===== config.mk =====
export PLATFORM = sky130hd
export DESIGN_NAME = set_resp_router
export DESIGN_NICKNAME = d
export VERILOG_FILES = /design/src/rtl/set_resp_router_pkg.sv /design/src/rtl/set_resp_fifo.sv /design/src/rtl/set_resp_router.sv
export SDC_FILE = /design/constraint.sdc
export NUM_CORES = 1
export LEC_CHECK = 0
export CAP_MARGIN = 20
export CORE_ASPECT_RATIO = 1.25
export CORE_MARGIN = 2
export CORE_UTILIZATION = 50
export CTS_CLUSTER_DIAMETER = 150
export DETAILED_ROUTE_END_ITERATION = 8
export GPL_ROUTABILITY_DRIVEN = 0
export PLACE_DENSITY = 0.76
export RECOVER_POWER = 50
export SETUP_SLACK_MARGIN = 0.15
export SKIP_LAST_GASP = 1
export SYNTH_ARGS = -nofsm -noshare
export SYNTH_HDL_FRONTEND = slang
export SYNTH_HIERARCHICAL = 1
export SYNTH_SLANG_ARGS = --single-unit

===== constraint.sdc =====
create_clock -name clock -period 4.76 [get_ports clock]
set_clock_uncertainty 0.1 [all_clocks]
set_input_delay 0.476 -clock clock [delete_from_list [all_inputs] [get_ports clock]]
set_output_delay 0.476 -clock clock [all_outputs]
set_load 0.005 [all_outputs]

===== src/rtl/set_resp_router_pkg.sv =====
// Shared definitions for the set response return path.
package set_resp_router_pkg;

  localparam int SET_W_DEF = 9;
  localparam int SRC_W_DEF = 1;

  // Response beat as it leaves the cache pipeline.
  typedef struct packed {
    logic [SET_W_DEF-1:0] set;
    logic [SRC_W_DEF-1:0] source;
  } resp_t;

  // Ceiling log2 for sizing pointers and counters (returns 0 for v <= 1).
  function automatic int clog2(input int v);
    int r;
    r = 0;
    while ((1 << r) < v) r++;
    return r;
  endfunction

endpackage


===== src/rtl/set_resp_fifo.sv =====
// Per-requester response FIFO: DEPTH x SET_W, storage cleared on reset.
module set_resp_fifo
  import set_resp_router_pkg::*;
#(
  parameter int DEPTH = 2,
  parameter int SET_W = SET_W_DEF
) (
  input  logic             clock,
  input  logic             reset,
  input  logic             enq_valid,
  input  logic [SET_W-1:0] enq_set,
  output logic             full,
  output logic             deq_valid,
  input  logic             deq_ready,
  output logic [SET_W-1:0] deq_set
);

  localparam int PW = clog2(DEPTH);
  localparam int CW = PW + 1;

  logic [SET_W-1:0] mem [DEPTH];
  logic [PW-1:0]    wptr;
  logic [PW-1:0]    rptr;
  logic [CW-1:0]    count;
  logic             enq_fire;
  logic             deq_fire;

  assign full      = (count == CW'(DEPTH));
  assign deq_valid = (count != '0);
  assign deq_set   = mem[rptr];
  // Full blocks enqueue even if the head leaves this cycle; keeps ready off the out_ready path.
  assign enq_fire  = enq_valid & ~full;
  assign deq_fire  = deq_valid & deq_ready;

  // Storage write; cleared on reset so outputs read zero afterwards.
  always_ff @(posedge clock or posedge reset) begin
    if (reset) begin
      mem <= '{default: '0};
    end else if (enq_fire) begin
      mem[wptr] <= enq_set;
    end
  end

  // Pointers wrap naturally since DEPTH is a power of two; count tracks occupancy.
  always_ff @(posedge clock or posedge reset) begin
    if (reset) begin
      wptr  <= '0;
      rptr  <= '0;
      count <= '0;
    end else begin
      if (enq_fire) wptr <= wptr + 1'b1;
      if (deq_fire) rptr <= rptr + 1'b1;
      case ({enq_fire, deq_fire})
        2'b10:   count <= count + 1'b1;
        2'b01:   count <= count - 1'b1;
        default: count <= count;
      endcase
    end
  end

  // Occupancy must stay within 0..DEPTH.
  a_count_range: assert property (@(posedge clock) disable iff (reset) count <= CW'(DEPTH));
  a_no_underflow: assert property (@(posedge clock) disable iff (reset) !(deq_fire && count == '0));

endmodule


===== src/rtl/set_resp_router.sv =====
// Demultiplexes one response stream to per-requester FIFOs by source id.
module set_resp_router
  import set_resp_router_pkg::*;
#(
  parameter int N_OUT = 2,
  parameter int SRC_W = SRC_W_DEF,
  parameter int DEPTH = 2,
  parameter int SET_W = SET_W_DEF
) (
  input  logic                   clock,
  input  logic                   reset,
  input  logic                   io_in_valid,
  output logic                   io_in_ready,
  input  logic [SET_W-1:0]       io_in_bits_set,
  input  logic [SRC_W-1:0]       io_in_bits_source,
  output logic [N_OUT-1:0]       io_out_valid,
  input  logic [N_OUT-1:0]       io_out_ready,
  output logic [N_OUT*SET_W-1:0] io_out_bits_set,
  output logic                   io_drop
);

  logic [N_OUT-1:0] sel;
  logic [N_OUT-1:0] full;
  logic             legal;

  // One-hot decode of the destination; an out-of-range id selects nothing.
  always_comb begin
    sel = '0;
    for (int p = 0; p < N_OUT; p++) begin
      sel[p] = (io_in_bits_source == SRC_W'(p));
    end
  end

  assign legal = |sel;
  // Ready depends only on registered fullness of the addressed port; illegal ids always accepted.
  assign io_in_ready = ~|(sel & full);

  // Pulse one cycle after an illegal-source response is accepted and discarded.
  always_ff @(posedge clock or posedge reset) begin
    if (reset) io_drop <= 1'b0;
    else       io_drop <= io_in_valid & ~legal;
  end

  for (genvar p = 0; p < N_OUT; p++) begin : g_port
    set_resp_fifo #(
      .DEPTH (DEPTH),
      .SET_W (SET_W)
    ) u_fifo (
      .clock     (clock),
      .reset     (reset),
      .enq_valid (io_in_valid & sel[p]),
      .enq_set   (io_in_bits_set),
      .full      (full[p]),
      .deq_valid (io_out_valid[p]),
      .deq_ready (io_out_ready[p]),
      .deq_set   (io_out_bits_set[p*SET_W +: SET_W])
    );
  end

endmodule

[Word level (Yosys, flattened, before mapping)]
Index checks and enable logic that the tools add are counted.
Word-level totals
  output and inout bits: 22
  input bits: 15
  bits in registers: 44
  logic and storage cells: 66
Cells by class
  bitwise operators: 14
  add/subtract/negate cells: 8
  equal/unequal tests: 6
  reduce and logical (&&, ||, !) cells: 8
  multiplexer cells: 14
  $lt $le $gt $ge: 6
Operators by type and width (count)
  two-way mux 9 bit: 8
  bitwise mux 18 bit: 2
  demux 9 bit (select 1 bit): 2
  equality test 2 bit (second input constant): 4
  >= comparator 2 bit (second input constant): 4
  inverter 1 -> 2 bit: 4
  one-hot mux 2 bit (2 select lines): 2
  nonzero test 2 bit: 4
  bitwise AND 1 bit: 6
  adder 1 bit (second input constant): 4
  adder 2 x 1 -> 2 bit (second input constant): 2
  equality test 2 x 1 -> 1 bit (second input constant): 2
  less-than comparator 2 x 1 -> 1 bit (second input constant): 2
  subtractor 2 x 1 -> 2 bit (second input constant): 2
  inverter 1 bit: 3
  bitwise AND 2 bit: 1
  logical AND 1 bit: 2
  OR reduction 2 bit: 1
  zero test 1 bit: 1

[Logic depth before layout (Yosys ltp)]
  depth after elaboration: 6
  gate-level depth with buffers: 6
  gate-level depth less buffers: 6

[Modules after synthesis]
Netlist, hierarchy kept.
By module, submodules not included
  set_resp_fifo: times used 2, seq. area each 550.5 um^2, cells each 66, area each 1028.5 um^2
  set_resp_router: times used 1, seq. area each 0.0 um^2, cells each 5, area each 35.0 um^2

[Least setup slack after synthesis]
OpenSTA, ideal clock, no wires.
  path kind: register to register
  start: register g_port[0].u_fifo.count[0]
  end: register g_port[0].u_fifo.count[1]
  clock period less this slack: 1.642 ns
  data required time: 4.581 ns
  data arrival time: 1.463 ns
  setup slack: 3.118 ns
  library setup time: 0.079 ns
  path buffers: 0
  cell stages (with the launch flop): 6
  path through: dfrtp_1 -> or2_2 -> and2_1 -> ha_1 -> nor2_1 -> xor2_1
Between the ends
  elaborated cells on any way between the ends: 11
  classes of those cells: add/sub: 2; eq/ne: 3; mux: 1; bitwise: 3; reduce/logical: 2
RTL lines
  from (decl): line set_resp_fifo.sv:24  | logic [CW-1:0] count;
  from (signal assigned): line set_resp_fifo.sv:54  | 2'b10: count <= count + 1'b1;
  from (signal assigned): line set_resp_fifo.sv:55  | 2'b01: count <= count - 1'b1;
  from (signal assigned): line set_resp_fifo.sv:56  | default: count <= count;
  nonzero test 2 bit (*): line set_resp_fifo.sv:29  | assign deq_valid = (count != '0);
  net io_out_valid[0]: line set_resp_router.sv:16  | output logic [N_OUT-1:0] io_out_valid,
  bitwise AND 1 bit (*): line set_resp_fifo.sv:33  | assign deq_fire = deq_valid & deq_ready;
  net g_port[0].u_fifo.deq_fire: line set_resp_fifo.sv:26  | logic deq_fire;
  equality test 2 x 1 -> 1 bit / equality test 2 bit (equally long branches): line set_resp_fifo.sv:53  | case ({enq_fire, deq_fire})
  one-hot mux 2 bit (2 select lines) / nonzero test 2 bit (equally long branches)
Mark *: on every way through the listed nets, which the timed path passes. The rest lies on a longest branch.
A chain may end at the register's enable or synchronous reset.

[Final worst setup path]
  start: register g_port[1].u_fifo.rptr
  end: output io_out_bits_set[10]
Between the ends
  word-level cells in the longest chain between the ends: 4
RTL lines
  from (decl): line set_resp_fifo.sv:23  | logic [PW-1:0] rptr;
  from (signal assigned): line set_resp_fifo.sv:52  | if (deq_fire) rptr <= rptr + 1'b1;
  inverter 1 -> 2 bit (not written as such): line set_resp_fifo.sv:30  | assign deq_set = mem[rptr];
  two-way mux 9 bit (not written as such) (3 in a row): line set_resp_fifo.sv:30
  to (decl): line set_resp_router.sv:18  | output logic [N_OUT*SET_W-1:0] io_out_bits_set,
Every way passes these cells. The select of a mux whose other input is x is not followed.

==> impl_metrics.prom <==
# TYPE chip_impl_metric gauge
chip_impl_info{name="status",value="finished, final reports clean"} 1
chip_impl_metric{name="drc",unit=""} 0
chip_impl_metric{name="fmax",unit="GHz"} 0.427
chip_impl_metric{name="ff2ff_path_depth",unit=""} 5
chip_impl_metric{name="dieArea",unit="um2"} 4720
chip_impl_metric{name="synthesis_warnings",unit=""} 6
chip_impl_metric{name="clock_sink_count",unit=""} 44
chip_impl_metric{name="via_count",unit=""} 1170
chip_impl_metric{name="worst_ir_drop_vdd",unit="V"} 0.000283
chip_impl_metric{name="worstPathArrival",unit="ps"} 1770
chip_impl_metric{name="clockBufferDepth",unit=""} 2
chip_impl_metric{name="finish.cell_count_without_fillers",unit=""} 230
chip_impl_metric{name="synthesis.area_per_instance",unit="um2"} 15.3
chip_impl_metric{name="area_delta_synth_final",unit="%"} 20.7
chip_impl_metric{name="post_synth_xor_area_fraction",unit="%"} 4.19
chip_impl_metric{name="die_w",unit="um"} 61.9
chip_impl_metric{name="grt_max_degree",unit=""} 23
chip_impl_info{name="synth_top_family_by_area",value="multiplexers"} 1
chip_impl_metric{name="synth_compound_area_share",unit="%"} 0
chip_impl_metric{name="tightest_slew",unit="ps"} 806
chip_impl_metric{name="fin_nets",unit=""} 191
chip_impl_metric{name="setup_viol",unit=""} 0
chip_impl_metric{name="post-dp-hpwl",unit="um"} 2720
chip_impl_metric{name="netlist_instances",unit=""} 137
chip_impl_metric{name="clkTransAtPathRegs",unit="ps"} 80
chip_impl_info{name="worstSetupPathType",value="reg2out"} 1
chip_impl_metric{name="placed_cells_incl_taps",unit=""} 223
chip_impl_metric{name="antenna_found_initial",unit=""} 0
chip_impl_metric{name="yosys.area_share.simple",unit="%"} 6.04
chip_impl_metric{name="htreeDepth",unit=""} 2
chip_impl_metric{name="antennaDiodeCount",unit=""} 0
chip_impl_metric{name="layout_cells_sized_above_1",unit="%"} 36.8
chip_impl_metric{name="cellLeakagePower",unit="uW"} 0.00111
chip_impl_metric{name="clock_power_share",unit="%"} 12.5
chip_impl_info{name="clock-root-buffer",value="sky130_fd_sc_hd__clkbuf_8"} 1
chip_impl_metric{name="yosys_register_bits",unit=""} 44
chip_impl_metric{name="synth.mux.area_fraction",unit="%"} 32.8
chip_impl_metric{name="number_of_synthesized_flops_with_an_enable_pin",unit=""} 0
chip_impl_metric{name="r2r_slack",unit="ps"} 3000
chip_impl_metric{name="pin_count",unit=""} 37
chip_impl_metric{name="avgViaCountPerCell",unit=""} 5.09
chip_impl_metric{name="grt_util_all_layers",unit="%"} 18.5
chip_impl_metric{name="via_count_of_the_first_global_routing_pass",unit=""} 1294
chip_impl_metric{name="grt_first_pass_wirelength",unit="um"} 6400
chip_impl_info{name="critical_path.startpoint_type",value="register"} 1
chip_impl_info{name="worst_hold_path_type",value="reg2reg"} 1
chip_impl_metric{name="finalWirelength",unit="um"} 3760
chip_impl_info{name="cts_tree",value="built"} 1
chip_impl_metric{name="p_int",unit="uW"} 1250
chip_impl_metric{name="relSlewSlack",unit="%"} 46.2
chip_impl_metric{name="number_of_inserted_filler_cells_in_the_final_layout",unit=""} 339
chip_impl_metric{name="synth-seq-area-share",unit="%"} 52.6
chip_impl_metric{name="initial_core_util",unit="%"} 51.4
chip_impl_metric{name="power_switching_share",unit="%"} 28.7
chip_impl_metric{name="synth_cell_type_count",unit=""} 21
chip_impl_metric{name="route.antenna.remaining_nets",unit=""} 0
chip_impl_metric{name="hold_buffers",unit=""} 0
chip_impl_info{name="crit_path_end_kind",value="output port"} 1
chip_impl_info{name="rsz_0062_raised_after_global_routing",value="no"} 1
chip_impl_metric{name="number_of_placement_rows",unit=""} 26
chip_impl_metric{name="power_frac_seq",unit="%"} 40.9
chip_impl_metric{name="totalNegativeSetupSlack",unit="ps"} 0
chip_impl_metric{name="power_per_cell_area",unit="nW/um2"} 692
chip_impl_metric{name="timing.critical_path.required",unit="ps"} 4180
chip_impl_metric{name="async_flop_share",unit="%"} 100
chip_impl_info{name="synth-main-ff-cell",value="sky130_fd_sc_hd__dfrtp_1"} 1
chip_impl_metric{name="grt_remaining_overflow",unit=""} 0
chip_impl_metric{name="critical_path.max_fanout",unit=""} 10
chip_impl_metric{name="drtPass1Iterations",unit=""} 3
chip_impl_metric{name="cts_inserted_buffers",unit=""} 5
chip_impl_metric{name="routed_wire_length_per_instance",unit="um"} 16.4
chip_impl_metric{name="min_path_cells",unit=""} 1
chip_impl_metric{name="comb_power_share",unit="%"} 46.6
chip_impl_metric{name="p_sw",unit="uW"} 500
chip_impl_metric{name="core",unit="um2"} 4070
chip_impl_metric{name="synth-adder-area-share",unit="%"} 1.20
chip_impl_metric{name="floorplan.die.height",unit="um"} 76.3
chip_impl_metric{name="synthesis.nets",unit=""} 154
chip_impl_metric{name="detailedRoute.firstIterationViolations",unit=""} 42
chip_impl_metric{name="clock_latency_late_sink",unit="ps"} 290
chip_impl_metric{name="post-cts-setup-buffers",unit=""} 0
chip_impl_metric{name="holdWs",unit="ps"} 392
chip_impl_metric{name="io_buffers",unit=""} 35
chip_impl_metric{name="syn_area",unit="um2"} 2090
chip_impl_metric{name="hold_violation_count_in_the_final_report",unit=""} 0
chip_impl_metric{name="slew_violations",unit=""} 0
chip_impl_metric{name="maxCapViolCount",unit=""} 0
chip_impl_metric{name="count_of_instances_resized_after_the_clock_tree_is_built",unit=""} 0
chip_impl_metric{name="period_needed",unit="ps"} 2340
chip_impl_metric{name="finalCritPeriodShare",unit="%"} 49.2
## sequential cells by signal, summed over array words and instances (netlist names)
register	cells
g_port.u_fifo/rptr	2
g_port.u_fifo/mem	36
g_port.u_fifo/wptr	2
g_port.u_fifo/count	4
## metrics by stage
stage | setup slack, ps | util (%) | area (um2) | total power, uW
after floorplan | 3120 | - | 2090 | 1200
after global placement | 2510 | 60.6 | 2460 | 1510
after detailed placement | 2480 | 60.6 | 2460 | 1550
after global routing | 2340 | 62.1 | 2520 | 1870
final | 2420 | 62.1 | 2520 | 1750
after CTS | 2400 | 62.5 | 2540 | 1780
## cell usage in the layout, fill, tap and decap left out, drive strengths merged, types with 3 or more instances in the layout
cell	synthesis	routed
clkbuf	0	6
mux2	54	54
clkdlybuf4s50	0	33
inv	4	4
xnor2	6	6
dfrtp	44	44
xor2	4	4
and2	3	3
## layout make-up
type / instances / area, um2 / area share [%]
sequential: 44 / 1100 / 43.6
clock inverter: 1 / 5.00 / 0.198
timing repair buffer: 35 / 350 / 13.9
multi-input combinational: 84 / 911 / 36.1
tap: 56 / 70.1 / 2.78
clock buffer: 6 / 72.6 / 2.87
inverter: 4 / 15.0 / 0.595
## worst max-delay path, stage by stage, from the launching register on
cell and delay (ps):
sky130_fd_sc_hd__dfrtp_1 620, sky130_fd_sc_hd__mux2_2 400, sky130_fd_sc_hd__clkdlybuf4s50_1 450
## cell families (layout without fill, tap and decap cells)
| family | after synthesis | in the layout |
|---|---|---|
| simple gates | 16 | 16 |
| flops | 44 | 44 |
| buf+inv | 9 | 46 |
| fa+ha+maj | 2 | 2 |
| xor+xnor | 10 | 10 |
| mux | 55 | 55 |
| other cells | 1 | 1 |
## layer usage
| layer | share of wire [%] | vias up | track usage [%] | routed length (um) |
|---|---|---|---|---|
| li1 | - | 540 | - | - |
| met1 | 43 | 594 | 24.1 | 1610 |
| met2 | 52 | 31 | 29.8 | 1950 |
| met5 | 0 | - | 0 | 0 |
| met4 | 1.6 | 0 | 6.38 | 61 |
| met3 | 3.8 | 5 | 4.07 | 144 |
## Yosys cell counts (4+ instances only)
| library cell | instances | area share, % |
|---|---|---|
| sky130_fd_sc_hd__dfrtp_1 | 44 | 53 |
| sky130_fd_sc_hd__mux2_2 | 36 | 19 |
| sky130_fd_sc_hd__mux2_4 | 18 | 13 |
| sky130_fd_sc_hd__xnor2_1 | 6 | 2.5 |
| sky130_fd_sc_hd__inv_1 | 4 | 0.72 |
| sky130_fd_sc_hd__xor2_1 | 4 | 1.7 |
## worst paths after layout
path,startpoint,end
setup / recovery,g_port[1].u_fifo/rptr$_DFFE_PP0P_,io_out_bits_set[10]
min in group asynchronous,reset,g_port[0].u_fifo/mem[13]$_DFFE_PP0P_
max in group asynchronous,reset,g_port[0].u_fifo/mem[14]$_DFFE_PP0P_
hold / removal,g_port[0].u_fifo/wptr$_DFFE_PP0N_,g_port[0].u_fifo/wptr$_DFFE_PP0N_
hold reg to reg,g_port[0].u_fifo/wptr$_DFFE_PP0N_,g_port[0].u_fifo/wptr$_DFFE_PP0N_
setup reg to reg,g_port[0].u_fifo/count[1]$_DFFE_PP0P_,g_port[0].u_fifo/count[1]$_DFFE_PP0P_
## power groups by stage
stage	clock network (uW)	logic, uW	registers (uW)
6_report	218	814	714
3_5_place_dp	0	833	721
5_1_grt	238	885	743
3_3_place_gp	0	808	699
4_1_cts	223	840	716
2_1_floorplan	0	549	650
Power figures use the tool's default switching activity.
